`config.mk`:
```
export PLATFORM = sky130hd
export DESIGN_NAME = irq_ctrl_flat
export DESIGN_NICKNAME = d
export VERILOG_FILES = /design/src/rtl/irq_ctrl_if.sv /design/src/rtl/irq_ctrl.sv /design/src/flat_wrapper.sv
export SDC_FILE = /design/constraint.sdc
export NUM_CORES = 1
export LEC_CHECK = 0
export CAP_MARGIN = 5
export CORE_MARGIN = 2
export CORE_UTILIZATION = 44
export CTS_BUF_LIST = sky130_fd_sc_hd__clkbuf_8
export DETAILED_ROUTE_END_ITERATION = 12
export PLACE_DENSITY = 0.82
export SETUP_SLACK_MARGIN = 0.1
export SLEW_MARGIN = 20
export SYNTH_ARGS = -nofsm -noshare
export SYNTH_HDL_FRONTEND = slang
export SYNTH_SLANG_ARGS = --single-unit
```
`constraint.sdc`:
```
create_clock -name clk -period 1.45 [get_ports clk]
set_input_delay 0.3625 -clock clk [delete_from_list [all_inputs] [get_ports clk]]
set_output_delay 0.3625 -clock clk [all_outputs]
set_load 0.03 [all_outputs]
```
`src/rtl/irq_ctrl_if.sv`:
```
// Bridge-side register bus for the interrupt controller (DEV2 slot).
//   DEV_Addr : word select (bridge address bits [3:2])
//   DEV_WD   : write data
//   DEV_WE   : write strobe, already qualified by the address decode
//   DEV_RD   : read data, combinational from the selected register
interface irq_ctrl_if;
  logic [1:0]  DEV_Addr;
  logic [31:0] DEV_WD;
  logic        DEV_WE;
  logic [31:0] DEV_RD;

  modport master (output DEV_Addr, DEV_WD, DEV_WE, input DEV_RD);
  modport slave  (input DEV_Addr, DEV_WD, DEV_WE, output DEV_RD);
endinterface

```
`src/rtl/irq_ctrl.sv`:
```
// Memory-mapped interrupt controller. Samples up to six interrupt lines,
// applies per-source mask and edge/level mode, and presents one prioritised
// one-hot request to CP0. Tracks ack/ERET so only one source is in service.
//   clk, reset : clock, synchronous active-high reset
//   bus        : register bus (0 CTRL, 1 PEND W1C, 2 STAT, 3 reserved)
//   irq_src    : raw interrupt lines, index 0 = highest priority
//   int_ack    : CP0 took a hardware-interrupt exception (one-cycle pulse)
//   eret       : ERET retired (one-cycle pulse)
//   HWInt      : registered one-hot request, bits >= NSRC always 0
module irq_ctrl #(
  parameter int NSRC = 6
) (
  input  logic            clk,
  input  logic            reset,
  irq_ctrl_if.slave       bus,
  input  logic [NSRC-1:0] irq_src,
  input  logic            int_ack,
  input  logic            eret,
  output logic [5:0]      HWInt
);

  typedef enum logic [1:0] {IDLE = 2'd0, REQ = 2'd1, SERVICE = 2'd2} state_t;

  // Implemented-source mask; CTRL bits for absent sources read back 0.
  localparam logic [5:0] VALID = 6'((7'd1 << NSRC) - 7'd1);

  state_t     state;
  logic [5:0] src_pad, src_q, src_q_d, pend;
  logic [5:0] mask, mode;
  logic       ge;
  logic [2:0] cur_id;
  logic [5:0] eff, onehot, w1c, ack_clr;
  logic [31:0] rd;

  genvar g;
  generate
    for (g = 0; g < 6; g++) begin : g_pad
      if (g < NSRC) begin : g_src
        assign src_pad[g] = irq_src[g];
      end else begin : g_zero
        assign src_pad[g] = 1'b0;
      end
    end
  endgenerate

  function automatic logic [2:0] enc(input logic [5:0] oh);
    enc = 3'd0;
    for (int i = 0; i < 6; i++)
      if (oh[i]) enc = 3'(i);
  endfunction

  always_comb begin
    eff     = pend & mask & {6{ge}};
    onehot  = eff & (~eff + 6'd1);  // isolate lowest set bit = highest priority
    w1c     = (bus.DEV_WE && bus.DEV_Addr == 2'd1) ? bus.DEV_WD[5:0] : 6'd0;
    // Clear the source CP0 actually saw, i.e. the registered request.
    ack_clr = (state == REQ && int_ack) ? HWInt : 6'd0;
  end

  always_ff @(posedge clk) begin
    if (reset) begin
      src_q   <= '0;
      src_q_d <= '0;
      pend    <= '0;
      mask    <= '0;
      mode    <= '0;
      ge      <= 1'b0;
      state   <= IDLE;
      cur_id  <= '0;
      HWInt   <= '0;
    end else begin
      src_q   <= src_pad;
      src_q_d <= src_q;

      if (bus.DEV_WE && bus.DEV_Addr == 2'd0) begin
        mask <= bus.DEV_WD[5:0] & VALID;
        mode <= bus.DEV_WD[13:8] & VALID;
        ge   <= bus.DEV_WD[31];
      end

      // Edge bits latch with set-over-clear; level bits just follow src_q.
      for (int i = 0; i < 6; i++) begin
        if (mode[i]) begin
          if (src_q[i] & ~src_q_d[i])    pend[i] <= 1'b1;
          else if (w1c[i] | ack_clr[i])  pend[i] <= 1'b0;
        end else begin
          pend[i] <= src_q[i];
        end
      end

      case (state)
        IDLE: begin
          if (eff != 6'd0) begin
            state <= REQ;
            HWInt <= onehot;
          end
        end
        REQ: begin
          if (int_ack) begin
            state  <= SERVICE;
            cur_id <= enc(HWInt);
            HWInt  <= '0;
          end else if (eff == 6'd0) begin
            state <= IDLE;
            HWInt <= '0;
          end else begin
            HWInt <= onehot;
          end
        end
        SERVICE: begin
          HWInt <= '0;
          if (eret) state <= IDLE;
        end
        default: begin
          state <= IDLE;
          HWInt <= '0;
        end
      endcase
    end
  end

  always_comb begin
    rd = '0;
    case (bus.DEV_Addr)
      2'd0: begin
        rd[31]   = ge;
        rd[13:8] = mode;
        rd[5:0]  = mask;
      end
      2'd1: rd[5:0] = pend;
      2'd2: begin
        rd[31]    = (state == SERVICE);
        rd[18:16] = cur_id;
        rd[9:8]   = state;
        rd[5:0]   = eff;
      end
      default: rd = '0;
    endcase
  end

  assign bus.DEV_RD = rd;

endmodule

```
`src/flat_wrapper.sv`:
```
// flat-port wrapper written by rule: the top's interface ports become plain ports
module irq_ctrl_flat 
#(
  parameter int NSRC = 6
)
  (clk, reset, irq_src, int_ack, eret, HWInt, bus_DEV_Addr, bus_DEV_WD, bus_DEV_WE, bus_DEV_RD);
  irq_ctrl_if bus_i ();
  input  logic clk;
  input  logic reset;
  input  logic [NSRC-1:0] irq_src;
  input  logic int_ack;
  input  logic eret;
  output logic [5:0] HWInt;
  input wire logic [$bits(bus_i.DEV_Addr)-1:0] bus_DEV_Addr;
  input wire logic [$bits(bus_i.DEV_WD)-1:0] bus_DEV_WD;
  input wire logic [$bits(bus_i.DEV_WE)-1:0] bus_DEV_WE;
  output wire logic [$bits(bus_i.DEV_RD)-1:0] bus_DEV_RD;
  assign bus_i.DEV_Addr = bus_DEV_Addr;
  assign bus_i.DEV_WD = bus_DEV_WD;
  assign bus_i.DEV_WE = bus_DEV_WE;
  assign bus_DEV_RD = bus_i.DEV_RD;
  irq_ctrl #(.NSRC(NSRC)) u_core (.clk(clk), .reset(reset), .bus(bus_i), .irq_src(irq_src), .int_ack(int_ack), .eret(eret), .HWInt(HWInt));
endmodule
```
==> out/metrics.yaml <==
design_area_um2: 2990
synth-edff-count: 0
antenna_found_initial: 0
dpl.hpwl_um: 3580
drt_pass1_iterations: 4
grt_pass1_wl_um: 8480
cts.clk_slew.worst_paths_ps: 70
synth_ff_type: "dfxtp_1"
worstPathCellList: "nor2b_4 -> a21o_1 -> a22o_2 -> buf_6"
antennaDiodeCount: 0
irDropWorstVdd_mv: 0.586
slowest_delay_ps: 340
initialDrtViolationCount: 105
floorplan.initialDensity_pct: 45.2
setup_viol: 13
synth_top_cell_area_share_pct: 43.3
die_h_um: 70.4
end_kind: "primary output"
grt_usage_pct: 21.7
hold_violations: 0
p_leak_nw: 1.22
cts_buffers: 5
die_area_um2: 4960
synth_compound_area_share_pct: 18.6
place_congestion: 0.883
fin_worst_skew_ps: 5.49
fillCellCount: 328
via_count: 1921
root_buffer: "clkbuf_8"
whs_ps: 470
antenna_left: 0
yosys.area_share.adder_pct: 0
hp-class: "reg -> reg"
cp_data_required_time_ps: 1090
grt_overflow: 0
status: "finished, violations left"
cts_tree: "built"
final_max_slew_viol_count: 0
final_core_util_pct: 69.6
rows: 24
die_x_um: 70.4
synth_area_um2: 1940
final_common_cell: "nand2_1"
synth.distinct_cells: 34
cellPowerDensity_nw_per_um2: 829
cp-start-kind: "flop"
core_um2: 4290
synth-xor-area-share_pct: 0
final_cell_mix: "55 x nand2_1, 38 x dfxtp_1, 25 x buf_6, 25 x buf_4, 22 x clkdlybuf4s50_1"
syn2layout_area_growth_pct: 54.0
post-route-period-util_pct: 114
portBuffers: 47
layout.nets: 358
fmax_ghz: 0.603
ys_seq_elements: 42
critical_path_class: "reg -> out"
synthSimpleGateAreaFrac_pct: 27.7
dp.cells: 345
clockBufferDepth: 2
drc: 0
wire_per_inst_um: 15.0
crit_fanout: 2
cp_num_buf_inv: 1
vias_per_cell: 5.25
netlist.top_cell.by_area: "dfxtp_1"
cts_sinks: 42
synth.area.mux_share_pct: 1.03
violations: "negative setup slack"
synthArstFlopShare_pct: 0
ys_seq_area_share_pct: 43.3
rsz0062_at_grt: "yes"
synth_area_leaders: "dfxtp_1 43%, nand2_1 11%, buf_4 6.2%"
grt_max_degree: 22
wl_um: 5500
pre_cts_ws_ps: -956
clock_latency_ps: 290
finalNonFillerCells: 366
synthCells: 238
ios: 83
avgSynthCellArea_um2: 8.15
critPathTopFamily: "compound AO/OA/AOI/OAI gates"
drive_above_1_share_pct: 34.4
slowest_stage: "dfxtp_2"
grt_pass1_vias: 1806
drv_cap: 0
yosys_warnings: 0
layout_min_cycle_time_ps: 1660
fin_ws_ps: -210
cts_max_level: 2
critPathArrivalTime_ps: 1300
synth_top_family_by_area: "simple AND/OR/NAND/NOR gates"
place_area_um2: 2520
==> where the power goes <==
group	internal (mW)	switching, mW	total [mW]
logic	0.175	0.189	0.363
registers	1.18	0.0255	1.21
clock network	0.507	0.399	0.906
total	1.87	0.614	2.48
==> cell usage after synthesis, types with 3 or more instances <==
cell and n:
a211oi_1 9, a21oi_1 19, a22o_1 10, a32o_1 4
and2_1 9, buf_2 4, buf_4 16, clkbuf_1 6
dfxtp_1 42, inv_1 3, nand2_1 57, nand2b_1 3
nand3_1 5, nand3b_1 4, nor2_1 9, nor2b_1 14
==> sequential cells by signal, indices dropped and copies added (netlist names) <==
name	count
u_core.HWInt	6
u_core.cur_id	3
u_core.ge	1
u_core.mask	6
u_core.mode	6
u_core.pend	6
u_core.src_q	6
u_core.src_q_d	6
u_core.state	2
==> layout make-up <==
type                       count  area (um2)  share of cell area (%)
sequential                    42         851                    28.5
tap                           52        65.1                    2.18
clock inverter                 3        40.0                    1.34
clock buffer                   5        68.8                    2.30
multi-input combinational    181        1140                    38.3
timing repair buffer          80         808                    27.0
inverter                       3        11.3                   0.377
==> stage by stage <==
step           power (mW)  TNS [ps]
6_report             2.48     -1280
3_5_place_dp         1.54    -18600
4_1_cts              2.47     -1150
5_1_grt              2.57     -1680
3_3_place_gp         1.53    -18340
2_1_floorplan        1.42         0
==> cells by family (layout without fill, tap and decap cells) <==
family / Yosys count / after routing
other cells: 1 / 16
mux: 2 / 2
compound gates: 52 / 52
simple gates: 111 / 111
buf+inv: 30 / 91
flops: 42 / 42
==> worst reg2reg max path, cell delays in order (launching register included) <==
cell and delay (ps):
dfxtp_2 340, buf_6 140, buf_4 160, and3_4 170
nor3_4 120, buf_6 140, nand4_1 100, a21oi_2 140
==> timing repair <==
| action | 4_1_cts | 5_1_grt |
|---|---|---|
| hold buffers | 0 | 0 |
| endpoints found under the hold margin | 0 | 0 |
| setup endpoints to repair | 38 | 30 |
| buffers inserted | 10 | 3 |
| pin swaps | 10 | 9 |
| gates resized for setup | 67 | 27 |
==> routing by layer <==
layer | routed length, um | vias to the layer above | GRT usage, % | part of all wire (%)
li1 | - | 928 | - | -
met1 | 2310 | 904 | 27.1 | 42
met2 | 2720 | 77 | 35.4 | 49
met3 | 360 | 12 | 6.35 | 6.5
met4 | 116 | 0 | 7.48 | 2.1
met5 | 0 | - | 0 | 0
==> worst paths after layout <==
path                                  startpoint          endpoint  slack, ps  cells after the start
worst min-delay path            u_core.cur_id[1]  u_core.cur_id[1]        470                      2
worst max-delay path                   u_core.ge     bus_DEV_RD[4]       -210                      4
worst min register to register  u_core.cur_id[1]  u_core.cur_id[1]        470                      2
worst max register to register         u_core.ge   u_core.HWInt[2]         90                      7
Note: power is estimated with default switching activity, not from simulation.
